### config.mk
export PLATFORM = sky130hd
export DESIGN_NAME = envelope_shift_gen
export DESIGN_NICKNAME = d
export VERILOG_FILES = /design/src/rtl/envelope_shift_gen_pkg.sv /design/src/rtl/envelope_shift_gen_gain_to_shifts.sv /design/src/rtl/envelope_shift_gen.sv
export SDC_FILE = /design/constraint.sdc
export NUM_CORES = 1
export LEC_CHECK = 0
export BUFFER_PORTS_ARGS = -buffer_cell sky130_fd_sc_hd__buf_2
export CAP_MARGIN = 20
export CORE_MARGIN = 1.5
export CORE_UTILIZATION = 50
export DETAILED_ROUTE_END_ITERATION = 6
export MAX_ROUTING_LAYER = met4
export PLACE_DENSITY_LB_ADDON = 0.1
export REMOVE_ABC_BUFFERS = 1
export SLEW_MARGIN = 30
export SYNTH_ARGS = -nofsm -noshare
export SYNTH_HDL_FRONTEND = slang
export SYNTH_SLANG_ARGS = --single-unit
### constraint.sdc
create_clock -name clk -period 5.7 [get_ports clk]
set_clock_uncertainty 0.15 [all_clocks]
set_input_delay 1.14 -clock clk [delete_from_list [all_inputs] [get_ports clk]]
set_output_delay 1.14 -clock clk [all_outputs]
set_load 0.01 [all_outputs]
### src/rtl/envelope_shift_gen_pkg.sv
// Shared types and constants for the ADSR envelope and its shift-code encoder.
// Latency: n/a (declarations only). Backpressure: n/a.
package envelope_shift_gen_pkg;

  typedef enum logic [2:0] {
    IDLE    = 3'd0,
    ATTACK  = 3'd1,
    DECAY   = 3'd2,
    SUSTAIN = 3'd3,
    RELEASE = 3'd4
  } env_state_t;

  localparam int         LEVEL_MAX  = 16;
  localparam logic [3:0] SHIFT_ZERO = 4'd15;  // shift large enough to mute the term
  localparam logic [3:0] NO_TERM    = 4'd0;

endpackage

### src/rtl/envelope_shift_gen_gain_to_shifts.sv
// Purpose: map a 0..16 gain level onto four power-of-two shift terms.
// Latency: combinational. Backpressure: none, pure function of level.
module gain_to_shifts (
  input  logic [4:0] level,
  output logic [3:0] a,
  output logic [3:0] b,
  output logic [3:0] c,
  output logic [3:0] d
);
  import envelope_shift_gen_pkg::*;

  logic [3:0] slot [4];
  logic [2:0] n;

  // Bit k of the level carries weight 2^(k-4), i.e. shift 4-k; fill slots MSB first
  always_comb begin
    for (int i = 0; i < 4; i++) slot[i] = NO_TERM;
    n = 3'd0;
    if (level >= 5'(LEVEL_MAX)) begin
      slot[0] = 4'd0;
    end else if (level == 5'd0) begin
      slot[0] = SHIFT_ZERO;
    end else begin
      for (int k = 3; k >= 0; k--) begin
        if (level[k]) begin
          slot[n[1:0]] = 4'(4 - k);
          n = n + 3'd1;
        end
      end
    end
  end

  assign a = slot[0];
  assign b = slot[1];
  assign c = slot[2];
  assign d = slot[3];

endmodule

### src/rtl/envelope_shift_gen.sv
// Purpose: per-voice ADSR level stepper producing registered shift codes for the scaler.
// Latency: level/state update on the edge; a/b/c/d follow level one clock later. Backpressure: none.
module envelope_shift_gen #(
  parameter int RATE_W    = 16,
  parameter int LEVEL_MAX = 16
) (
  input  logic              clk,
  input  logic              reset,
  input  logic              new_sample,
  input  logic              note_on,
  input  logic              note_off,
  input  logic [RATE_W-1:0] attack_rate,
  input  logic [RATE_W-1:0] decay_rate,
  input  logic [RATE_W-1:0] release_rate,
  input  logic [4:0]        sustain_level,
  output logic [3:0]        a,
  output logic [3:0]        b,
  output logic [3:0]        c,
  output logic [3:0]        d,
  output logic [4:0]        level,
  output logic [2:0]        state,
  output logic              active
);
  import envelope_shift_gen_pkg::*;

  localparam logic [4:0] LVL_FULL = 5'(LEVEL_MAX);

  env_state_t        state_q, state_d;
  logic [4:0]        level_q, level_d;
  logic [RATE_W-1:0] cnt_q, cnt_d;
  logic [RATE_W-1:0] rate_sel, rate_eff;
  logic [4:0]        sus;
  logic              at_end;
  logic [3:0]        a_d, b_d, c_d, d_d;

  assign sus = (sustain_level > LVL_FULL) ? LVL_FULL : sustain_level;

  always_comb begin
    rate_sel = release_rate;
    if (state_q == ATTACK)     rate_sel = attack_rate;
    else if (state_q == DECAY) rate_sel = decay_rate;
  end

  // A zero rate behaves like one step per strobe
  assign rate_eff = (rate_sel == '0) ? RATE_W'(1) : rate_sel;
  assign at_end   = (cnt_q == rate_eff - RATE_W'(1));

  always_comb begin
    state_d = state_q;
    level_d = level_q;
    cnt_d   = cnt_q;
    if (note_on) begin
      state_d = ATTACK;
      cnt_d   = '0;
    end else if (note_off && (state_q == ATTACK || state_q == DECAY || state_q == SUSTAIN)) begin
      state_d = RELEASE;
      cnt_d   = '0;
    end else begin
      case (state_q)
        IDLE: begin
          level_d = '0;
          cnt_d   = '0;
        end
        ATTACK: begin
          if (new_sample) begin
            if (at_end) begin
              cnt_d = '0;
              if (level_q >= LVL_FULL - 5'd1) begin
                level_d = LVL_FULL;
                state_d = (sus == LVL_FULL) ? SUSTAIN : DECAY;
              end else begin
                level_d = level_q + 5'd1;
              end
            end else begin
              cnt_d = cnt_q + RATE_W'(1);
            end
          end
        end
        DECAY: begin
          if (level_q <= sus) begin
            state_d = SUSTAIN;
            cnt_d   = '0;
          end else if (new_sample) begin
            if (at_end) begin
              cnt_d   = '0;
              level_d = level_q - 5'd1;
              if (level_q - 5'd1 <= sus) state_d = SUSTAIN;
            end else begin
              cnt_d = cnt_q + RATE_W'(1);
            end
          end
        end
        SUSTAIN: cnt_d = '0;
        RELEASE: begin
          if (level_q == 5'd0) begin
            state_d = IDLE;
            cnt_d   = '0;
          end else if (new_sample) begin
            if (at_end) begin
              cnt_d   = '0;
              level_d = level_q - 5'd1;
              if (level_q == 5'd1) state_d = IDLE;
            end else begin
              cnt_d = cnt_q + RATE_W'(1);
            end
          end
        end
        default: begin
          state_d = IDLE;
          level_d = '0;
          cnt_d   = '0;
        end
      endcase
    end
  end

  gain_to_shifts u_codes (
    .level (level_q),
    .a     (a_d),
    .b     (b_d),
    .c     (c_d),
    .d     (d_d)
  );

  always_ff @(posedge clk or posedge reset) begin
    if (reset) begin
      state_q <= IDLE;
      level_q <= '0;
      cnt_q   <= '0;
      a       <= SHIFT_ZERO;
      b       <= NO_TERM;
      c       <= NO_TERM;
      d       <= NO_TERM;
    end else begin
      state_q <= state_d;
      level_q <= level_d;
      cnt_q   <= cnt_d;
      a       <= a_d;
      b       <= b_d;
      c       <= c_d;
      d       <= d_d;
    end
  end

  assign level  = level_q;
  assign state  = state_q;
  assign active = (state_q != IDLE);

endmodule
# Word level (Yosys, flattened, before mapping)
# Index checks and enable logic that the tools add are counted.
# classes
add_sub_neg,6
multipliers,0
div_mod_pow,0
magnitude_cmp,11
eq_ne,21
n_shift,0
mux,63
n_bitwise,15
reduce_logical,13
# ops
operator,count
two-way mux 16 bit,16
case mux 16 bit (3 select lines),1
two-way mux 5 bit,8
two-way mux 3 bit,13
two-way mux 4 bit,7
AND 12 bit,2
demux 4 bit (select 2 bit),3
two-way mux 12 bit,2
NOT 12 bit,2
case mux 5 bit (4 select lines),1
"adder 16 x 1 -> 16 bit, second input constant",1
== test 16 bit,1
zero test 16 bit,1
two-way mux 2 bit,8
"subtractor 16 x 1 -> 16 bit, second input constant",1
"inequality test 5 bit, second input constant",3
case mux 3 bit (4 select lines),1
<= comparator 5 bit,2
"inequality test 5 x 3 -> 1 bit, second input constant",2
AND reduction 10 bit,1
"greater-or-equal comparator 3 bit, second input constant",3
"< comparator 3 x 1 -> 1 bit, second input constant",3
NOT 2 -> 3 bit,3
AND 8 bit,1
28 further kinds,43
# totals
reg_bits,40
latchBits,0
mem_bits_rw,0
mem_bits_ro,0
input_bits,58
out_inout_bits,25
word_cells,136
n_memories,0

# Longest topological paths before layout
# Gate-level depths: netlist (run 1).
# logic_depth
depth_word,21
depth_mapped,20
depth_no_buf,16

# By module
# Synthesis (run 1) repeated with hierarchy kept, for this count alone.
# unflattened
hier_cells,499
area_unflattened_um2,4124.0
# modules_own_cells
module,n_inst,cells_per_inst,area_each_um2,seq_area_each_um2
envelope_shift_gen,1,457,3802.4,1006.0
gain_to_shifts,1,42,321.6,0.0

# Least setup slack after synthesis (run 1)
# OpenSTA, ideal clock, no wires.
# synth_path
kind,input port to flip-flop
start,in attack_rate[2]
end,"reg level_q[3], in the netlist level[3]"
setup_time_ns,0.128
arrival_time_ns,4.538
required_time_ns,5.422
setup_slack_ns,0.885
stages,16
path_buffers,0
path_cell_list,nor4bb_1 > a31oi_1 > nand4_1 > nor2_1 > a31oi_1 > ha_1 > inv_1 > a311oi_1 > nand4_1 > nor4_1 > xor2_1 > o311ai_0 > nand4_1 > a2111oi_4 > a31oi_1 > mux2_1
# synth_via
elab_chain_len,9
word_cells_on_any_way,12
classes_between,1 x add/sub; 2 x eq/ne; 7 x mux; 2 x reduce/logical
# synth_lines
element,line_no,text
start: declaration,envelope_shift_gen.sv:12,"input logic [RATE_W-1:0] attack_rate,"
two-way mux 16 bit (*),envelope_shift_gen.sv:40,if (state_q == ATTACK) rate_sel = attack_rate;
zero test 16 bit,envelope_shift_gen.sv:45,assign rate_eff = (rate_sel == '0) ? RATE_W'(1) : rate_sel;
two-way mux 16 bit (*),envelope_shift_gen.sv:45,
subtractor 16 x 1 -> 16 bit (*),envelope_shift_gen.sv:46,assign at_end = (cnt_q == rate_eff - RATE_W'(1));
== test 16 bit (*),envelope_shift_gen.sv:46,
two-way mux 5 bit (2 in a row),n/a,
two-way mux 5 bit (on tied branches),n/a,
case mux 5 bit (4 select lines),n/a,
end signal: assignment,envelope_shift_gen.sv:136,level_q <= level_d;
end: declaration,envelope_shift_gen.sv:29,"logic [4:0] level_q, level_d;"
# Mark *: on every way between the ends. The rest lies on a longest branch, timed or not. The select of a mux whose other input is x is not followed.
# A chain may end at the register's enable or synchronous reset.

# Final worst setup path (run 1)
# layout_path
start,"reg state_q[1], in the netlist state[1]"
end,reg cnt_q[1]
# layout_via
elab_chain_len,13
word_cells_on_any_way,20
classes_between,1 x add/sub; 5 x eq/ne; 10 x mux; 4 x reduce/logical
# layout_lines
element,line_no,text
start: declaration,envelope_shift_gen.sv:28,"env_state_t state_q, state_d;"
start signal: assignment,envelope_shift_gen.sv:135,state_q <= state_d;
== test 3 x 2 -> 1 bit,"envelope_shift_gen.sv:41, envelope_shift_gen.sv:55, envelope_shift_gen.sv:59",
two-way mux 16 bit,envelope_shift_gen.sv:41,else if (state_q == DECAY) rate_sel = decay_rate;
two-way mux 16 bit,envelope_shift_gen.sv:40,
zero test 16 bit,envelope_shift_gen.sv:45,
two-way mux 16 bit,envelope_shift_gen.sv:45,
subtractor 16 x 1 -> 16 bit,envelope_shift_gen.sv:46,
== test 16 bit,envelope_shift_gen.sv:46,
two-way mux 16 bit,"envelope_shift_gen.sv:66, envelope_shift_gen.sv:84, envelope_shift_gen.sv:99",
two-way mux 16 bit,envelope_shift_gen.sv:98,end else if (new_sample) begin
two-way mux 16 bit (on tied branches),"envelope_shift_gen.sv:95, envelope_shift_gen.sv:80",
case mux 16 bit (3 select lines),envelope_shift_gen.sv:59,case (state_q)
two-way mux 16 bit (*),envelope_shift_gen.sv:55,end else if (note_off && (state_q == ATTACK || state_q == DECAY || state_q == SUSTAIN)) begin
two-way mux 16 bit (*),envelope_shift_gen.sv:52,if (note_on) begin
named net cnt_d[1],envelope_shift_gen.sv:30,"logic [RATE_W-1:0] cnt_q, cnt_d;"
end signal: assignment,envelope_shift_gen.sv:137,cnt_q <= cnt_d;
end: declaration,envelope_shift_gen.sv:30,
# Mark *: on every way through the listed nets, which the timed path passes. The rest lies on a longest branch.

==> impl_metrics.env, run 1 <==
export IMPL_timing_max_slew_rel_slack_pct=59.2
export IMPL_synth_seq_cells=35
export IMPL_synth_cell_types=62
export IMPL_timing_hold_worst_class="flip-flop to flip-flop"
export IMPL_floorplan_die_width_um=87.6
export IMPL_floorplan_initialDensity_pct=52.1
export IMPL_route_vias_total=3606
export IMPL_synth_adder_area_share_pct=7.90
export IMPL_classification_of_the_worst_setup_path="flip-flop to flip-flop"
export IMPL_place_detailed_instances=613
export IMPL_coreArea_um2=6870
export IMPL_initialDrtViolationCount=215
export IMPL_fin_crit_sh_pct=90.4
export IMPL_post_synth_main_area_contributors="dfrtp_1, ha_1, nor2_1"
export IMPL_drt_pass1_iter_count=5
export IMPL_routabilityCongestion=0.964
export IMPL_synth_compound_area_share_pct=20.4
export IMPL_max_vdd_ir_drop_mv=0.176
export IMPL_cp_start_kind="flip-flop"
export IMPL_cts_root_buffer_type="clkbuf_8"
export IMPL_path_clk_slew_ps=80
export IMPL_outcome="finished clean"
export IMPL_postSynthAreaPerCell_um2=7.95
export IMPL_post_route_cells_drive_above_1_share_pct=21.5
export IMPL_detailedPlacementHpwl_um=7440
export IMPL_setup_viol_count_final=0
export IMPL_finalMaxSlewViolations=0
export IMPL_finalNonFillerCells=621
export IMPL_synthesized_area_fraction_occupied_by_xor_and_xnor_cells_pct=8.32
export IMPL_grt_usage_pct=26.1
export IMPL_first_pass_grt_wire_length_um=15400
export IMPL_number_of_port_buffers=79
export IMPL_num_nets_final=604
export IMPL_via_count_of_the_first_global_routing_pass=3322
export IMPL_clk_path_buf_depth=2
export IMPL_postSynthCellCount=450
export IMPL_rsz_0062_raised_after_global_routing="false"
export IMPL_async_flop_share_pct=100
export IMPL_htree_num_levels=2
export IMPL_floorplan_die_height_um=87.6
export IMPL_post_synth_top_area_fraction_pct=21.7
export IMPL_worstSetupEndpointType="flip-flop"
export IMPL_dominant_combinational_cell_family_by_area_after_synthesis="simple AND/OR/NAND/NOR gates"
export IMPL_postRouteWirelength_um=9390
export IMPL_fp_dieArea_um2=7670
export IMPL_route_detailed_vias_per_inst=5.81
export IMPL_data_arrival_at_the_endpoint_of_the_critical_path_ps=5170
export IMPL_antennaDiodeCount=0
export IMPL_grt_start_max_net_pins=36
export IMPL_worst_skew_pair_late_latency_ps=290
export IMPL_max_cap_violations=0
export IMPL_setup_tns_ps=0
export IMPL_drc=0
export IMPL_antenna_violating_nets_post_route=0
export IMPL_synth_edff_count=0
export IMPL_cts_sinks=35
export IMPL_syn_cell_area_um2=3580
export IMPL_number_of_antenna_violations_at_the_first_check_in_global_routing=0
export IMPL_num_rows=30
export IMPL_period_needed_ps=5150
export IMPL_synth_seq_area_share_pct=24.6
export IMPL_cell_taking_the_most_area_after_synthesis="dfrtp_1"
export IMPL_finalHoldViolations=0
export IMPL_maxClockFrequency_mhz=194
export IMPL_crit_path_max_fanout=16
export IMPL_synth_top_cells_by_count="nor2_1, nand2_1, dfrtp_1"
export IMPL_ys_warn_count=0
export IMPL_cellPowerDensity_nw_per_um2=395
export IMPL_cp_data_required_time_ps=5710
export IMPL_detail_route_wl_per_cell_um=15.1
export IMPL_synth_simple_gate_area_share_pct=31.5
export IMPL_cts_buffers_inserted=5
export IMPL_static_leakage_power_nw=1.90
export IMPL_post_synth_mux_area_share_pct=1.71
export IMPL_grt_ovfl_total=0
export IMPL_worstMarginPinSlew_ps=605
export IMPL_synth_top_flop_cell="dfrtp_1"
export IMPL_tritoncts_clock_tree="yes"
export IMPL_area_delta_synth_final_pct=16.6
export IMPL_num_io_pins=83
export IMPL_synth_most_common_cell="nor2_1"
## worst paths after layout
kind	start	to	slack, ps	cells past startpoint
setup / recovery	state[1]$_DFFE_PP0P_	cnt_q[1]$_DFF_PP0_	550	17
hold / removal	cnt_q[11]$_DFF_PP0_	cnt_q[11]$_DFF_PP0_	460	2
setup reg to reg	state[1]$_DFFE_PP0P_	cnt_q[1]$_DFF_PP0_	550	17
hold reg to reg	cnt_q[11]$_DFF_PP0_	cnt_q[11]$_DFF_PP0_	460	2
max in group asynchronous	reset	a[1]$_DFF_PP1_	4280	3
min in group asynchronous	reset	cnt_q[2]$_DFF_PP0_	780	3
## report_power, final
part           switching [W]  internal, W  leakage, nW
registers          0.0000393     0.000282        0.471
clock network      0.0000954     0.000132       0.0587
logic               0.000667     0.000432         1.37
total               0.000802     0.000847         1.90
## final cells by class
type                    instances  area (µm²)
clock buffers                   5        68.8
clock inverters                 3        47.5
flip-flops and latches         35         881
fillers                       638        2700
multi-input cells             375        2510
inverters                      18        67.6
repair buffers                 89         470
well taps                      96         120
## logic make-up (layout without fill, tap and decap cells)
group	count (synthesis)	in the layout
muxes	6	6
DFF	35	35
and+or+nand+nor	202	202
buffers and inverters	42	115
xor gates and xnor gates	34	34
adders and majority gates	22	22
AOI/OAI and AO/OA	108	108
other	1	3
## layer usage
| metal | wire length [µm] | global-route usage [%] | up-vias |
|---|---|---|---|
| met5 | 0 | - | - |
| met4 | 121 | 5.77 | 0 |
| met3 | 455 | 3.02 | 14 |
| met2 | 4800 | 47.3 | 114 |
| met1 | 4010 | 31.0 | 1699 |
| li1 | - | - | 1779 |
## critical path, stage by stage, from the launching register on
cell	delay [ps]
dfrtp_1	510
xnor2_1	170
buf_4	180
nor2_1	350
o22ai_1	260
and4_1	310
a31oi_1	250
ha_1	230
inv_1	60
a311oi_1	270
nand4_1	150
nor4_2	280
xor2_1	120
o311ai_0	380
nand4_1	200
a2111oi_4	590
a31o_2	460
nor2_1	100
## state kept, by name (all words and copies together), names as in the netlist
register,cells
cnt_q,16
level,5
a,4
b,3
state,3
c,2
d,2
## stage by stage
stage	instance area, µm²	util, %	setup slack [ps]	hold WS (ps)	power [W]
floorplan	3460	-	759	391	0.00110
global placement	4050	58.9	377	440	0.00139
detailed placement	4050	58.9	235	447	0.00140
CTS	4160	60.6	427	469	0.00164
global route	4170	60.7	154	480	0.00178
finish	4170	60.7	547	462	0.00165
## layout by cell type (no fill, tap or decap), types with 7 or more instances in the layout
cell / instances
o21ai_0: 28
and3b_1: 12
nand2b_1: 7
a21oi_1: 16
dfrtp_1: 31
buf_2: 79
nor2_1: 52
ha_1: 21
nand4_1: 17
buf_4: 10
xor2_1: 15
xnor2_1: 19
a31oi_1: 7
and2_1: 8
inv_1: 18
nand2_1: 39
nand3_1: 16
## repair_timing
action	in CTS	in global routing
resized for setup	0	1
hold buffers	0	0
setup buffers	0	0
setup endpoints to repair	0	17
(Power assumes the default switching activity.)
==> run 2, diff against run 1 <==
--- a/config.mk
+++ b/config.mk
@@ -8,7 +8,7 @@
 export BUFFER_PORTS_ARGS = -buffer_cell sky130_fd_sc_hd__buf_2
 export CAP_MARGIN = 20
 export CORE_MARGIN = 1.5
-export CORE_UTILIZATION = 50
+export CORE_UTILIZATION = 36
 export DETAILED_ROUTE_END_ITERATION = 6
 export MAX_ROUTING_LAYER = met4
 export PLACE_DENSITY_LB_ADDON = 0.1
==> run 2 against run 1 <==
Register-to-register slack barely moved. Wire length rose by 9.5%. Utilization fell by 17 points. First-iteration DRC count fell by 53%. Die area rose by 37%. Largest power group unchanged. Non-clock buffer count rose by 2.
==> impl_metrics.env, run 2 (synthesized netlist as in run 1, its figures left out) <==
export IMPL_outcome="finished clean"
export IMPL_groute_layer_met3_usage_pct=3.19
export IMPL_path_clk_slew_ps=80
export IMPL_critPathBufInv=2
export IMPL_leading_cell_type_in_the_layout_fill_and_taps_excluded="buf_2"
export IMPL_area_delta_synth_final_pct=18.7
export IMPL_use_met1_pct=23.1
export IMPL_tritoncts_clock_tree="yes"
export IMPL_setup_viol_count_final=0
export IMPL_max_cap_violations=0
export IMPL_timing_rr_start="state[0]$_DFFE_PP0P_"
export IMPL_antennaDiodeCount=0
export IMPL_grt_ovfl_total=0
export IMPL_data_arrival_at_the_endpoint_of_the_critical_path_ps=5170
export IMPL_largest_register="cnt_q"
export IMPL_floorplan_die_width_um=103
export IMPL_route_detailed_vias_per_inst=5.48
export IMPL_postPlaceCellArea_um2=4110
export IMPL_cell_internal_power_w=0.000855
export IMPL_cellPowerDensity_nw_per_um2=395
export IMPL_floorplan_die_height_um=103
export IMPL_critical_path_max_stage_delay_ps=590
export IMPL_grt_usage_pct=20.3
export IMPL_layout_common_cells="buf_2, nor2_1, nand2_1, dfrtp_1, o21ai_0"
export IMPL_cp_data_required_time_ps=5710
export IMPL_p_seq_share_pct=20.0
export IMPL_gr_usage_met2_pct=36.3
export IMPL_num_io_pins=83
export IMPL_initialDrtViolationCount=101
export IMPL_combPwrFrac_pct=66.1
export IMPL_setup_tns_ps=0
export IMPL_postRouteWirelength_um=10300
export IMPL_pwr_share_clk_pct=13.8
export IMPL_rr_endpoint="cnt_q[3]$_DFF_PP0_"
export IMPL_number_of_antenna_violations_at_the_first_check_in_global_routing=0
export IMPL_num_rows=36
export IMPL_first_pass_grt_wire_length_um=16400
export IMPL_max_vdd_ir_drop_mv=0.178
export IMPL_drt_pass1_iter_count=5
export IMPL_detail_route_wl_per_cell_um=15.6
export IMPL_global_route_peak_usage_layer="met2"
export IMPL_library_cell_appearing_most_often_on_the_critical_path="nand4_1"
export IMPL_post_layout_total_power_w=0.00168
export IMPL_largest_reg_flops=16
export IMPL_post_route_cells_drive_above_1_share_pct=22.4
export IMPL_cts_root_buffer_type="clkbuf_8"
export IMPL_p_sw_share_pct=49.0
export IMPL_timing_critical_path_max_delay_family="compound AO/OA/AOI/OAI gates"
export IMPL_ff2ff_path_depth=17
export IMPL_antenna_violating_nets_post_route=0
export IMPL_reg2reg_setup_slack_ps=550
export IMPL_worstSetupEndpointType="flip-flop"
export IMPL_period_needed_ps=5160
export IMPL_cts_sinks=35
export IMPL_route_vias_total=3616
export IMPL_finalHoldViolations=0
export IMPL_via_count_of_the_first_global_routing_pass=3509
export IMPL_coreArea_um2=9680
export IMPL_post_cts_repair_setup_buffers=0
export IMPL_num_nets_final=606
export IMPL_detailedPlacementHpwl_um=8120
export IMPL_crit_path_max_fanout=16
export IMPL_grt_start_max_net_pins=36
export IMPL_finalMaxSlewViolations=0
export IMPL_worstMarginPinSlew_ps=607
export IMPL_min_to="cnt_q[9]$_DFF_PP0_"
export IMPL_worstPathCellList="buf_2 -> nor4bb_1 -> nor2_1 -> nand4_1 -> nor4b_4 -> a31oi_1 -> ha_1 -> inv_1 -> a311oi_1 -> nand4_1 -> nor4_2 -> xor2_1 -> o311ai_0 -> nand4_1 -> a2111oi_4 -> a31o_2 -> nor2_1"
export IMPL_routabilityCongestion=0.852
export IMPL_timing_hold_worst_class="flip-flop to flip-flop"
export IMPL_worst_skew_pair_late_latency_ps=290
export IMPL_hold_path_startpoint="cnt_q[9]$_DFF_PP0_"
export IMPL_number_of_port_buffers=79
export IMPL_fp_dieArea_um2=10500
export IMPL_worstSetupStartpoint="attack_rate[12]"
export IMPL_timing_max_slew_rel_slack_pct=59.0
export IMPL_static_leakage_power_nw=1.91
export IMPL_maxClockFrequency_mhz=194
export IMPL_drc=0
export IMPL_min_delay_path_depth=2
export IMPL_cp_start_kind="primary input"
export IMPL_floorplan_initialDensity_pct=36.9
export IMPL_stdcell_area_um2=4250
export IMPL_htree_num_levels=2
export IMPL_net_switching_power_w=0.000822
export IMPL_rsz_0062_raised_after_global_routing="false"
export IMPL_clk_path_buf_depth=2
export IMPL_fin_crit_sh_pct=90.5
export IMPL_cpMaxStageDelayCell="a2111oi_4"
export IMPL_cts_buffers_inserted=5
export IMPL_classification_of_the_worst_setup_path="primary input to flip-flop"
## run 2: final cells by class
cell class / count / area (µm²)
flip-flops and latches: 35 / 881
clock inverters: 3 / 47.5
repair buffers: 91 / 485
clock buffers: 5 / 68.8
fillers: 988 / 5440
well taps: 133 / 166
inverters: 18 / 67.6
multi-input cells: 375 / 2530
## run 2: routing by layer
metal / wire length [µm] / part of all wire [%]
met5: 0 / 0
met4: 256 / 2.5
met3: 363 / 3.5
met2: 5220 / 51
met1: 4440 / 43
## run 2: timing repair
item	CTS	global route
gates resized for setup	0	4
setup endpoints to repair	0	17
hold buffers	0	0
## run 2: power by group through the flow
stage / clock (W) / combinational, W / sequential (W)
after floorplan: 0 / 0.000731 / 0.000367
after CTS: 0.000239 / 0.00109 / 0.000337
after detailed placement: 0 / 0.00109 / 0.000341
final: 0.000232 / 0.00111 / 0.000336
after global placement: 0 / 0.00108 / 0.000342
after global routing: 0.000255 / 0.00123 / 0.000343
## run 2: worst min-delay path, cell delays in order (launching register included)
cell	delay (ps)
dfrtp_1	400
xnor2_1	90
nor2_1	70
## run 2: how the worst max path moves through the flow
stage / depth (start not counted) / slack (ps) / to
2_1_floorplan: 16 / 760 / level[3]$_DFFE_PP0P_
3_3_place_gp: 17 / 280 / cnt_q[14]$_DFF_PP0_
3_5_place_dp: 17 / 120 / cnt_q[14]$_DFF_PP0_
4_1_cts: 16 / 390 / cnt_q[3]$_DFF_PP0_
5_1_grt: 17 / 80 / cnt_q[7]$_DFF_PP0_
6_report: 17 / 540 / cnt_q[3]$_DFF_PP0_
## run 2: through the flow
| stage | hold WS (ps) | setup slack [ps] | utilization [%] | cells |
|---|---|---|---|---|
| floorplan | 391 | 759 | - | 428 |
| global placement | 427 | 280 | 42.4 | 652 |
| detailed placement | 429 | 120 | 42.4 | 652 |
| CTS | 448 | 388 | 43.6 | 660 |
| global route | 472 | 82.5 | 43.9 | 660 |
| finish | 440 | 543 | 43.9 | 660 |
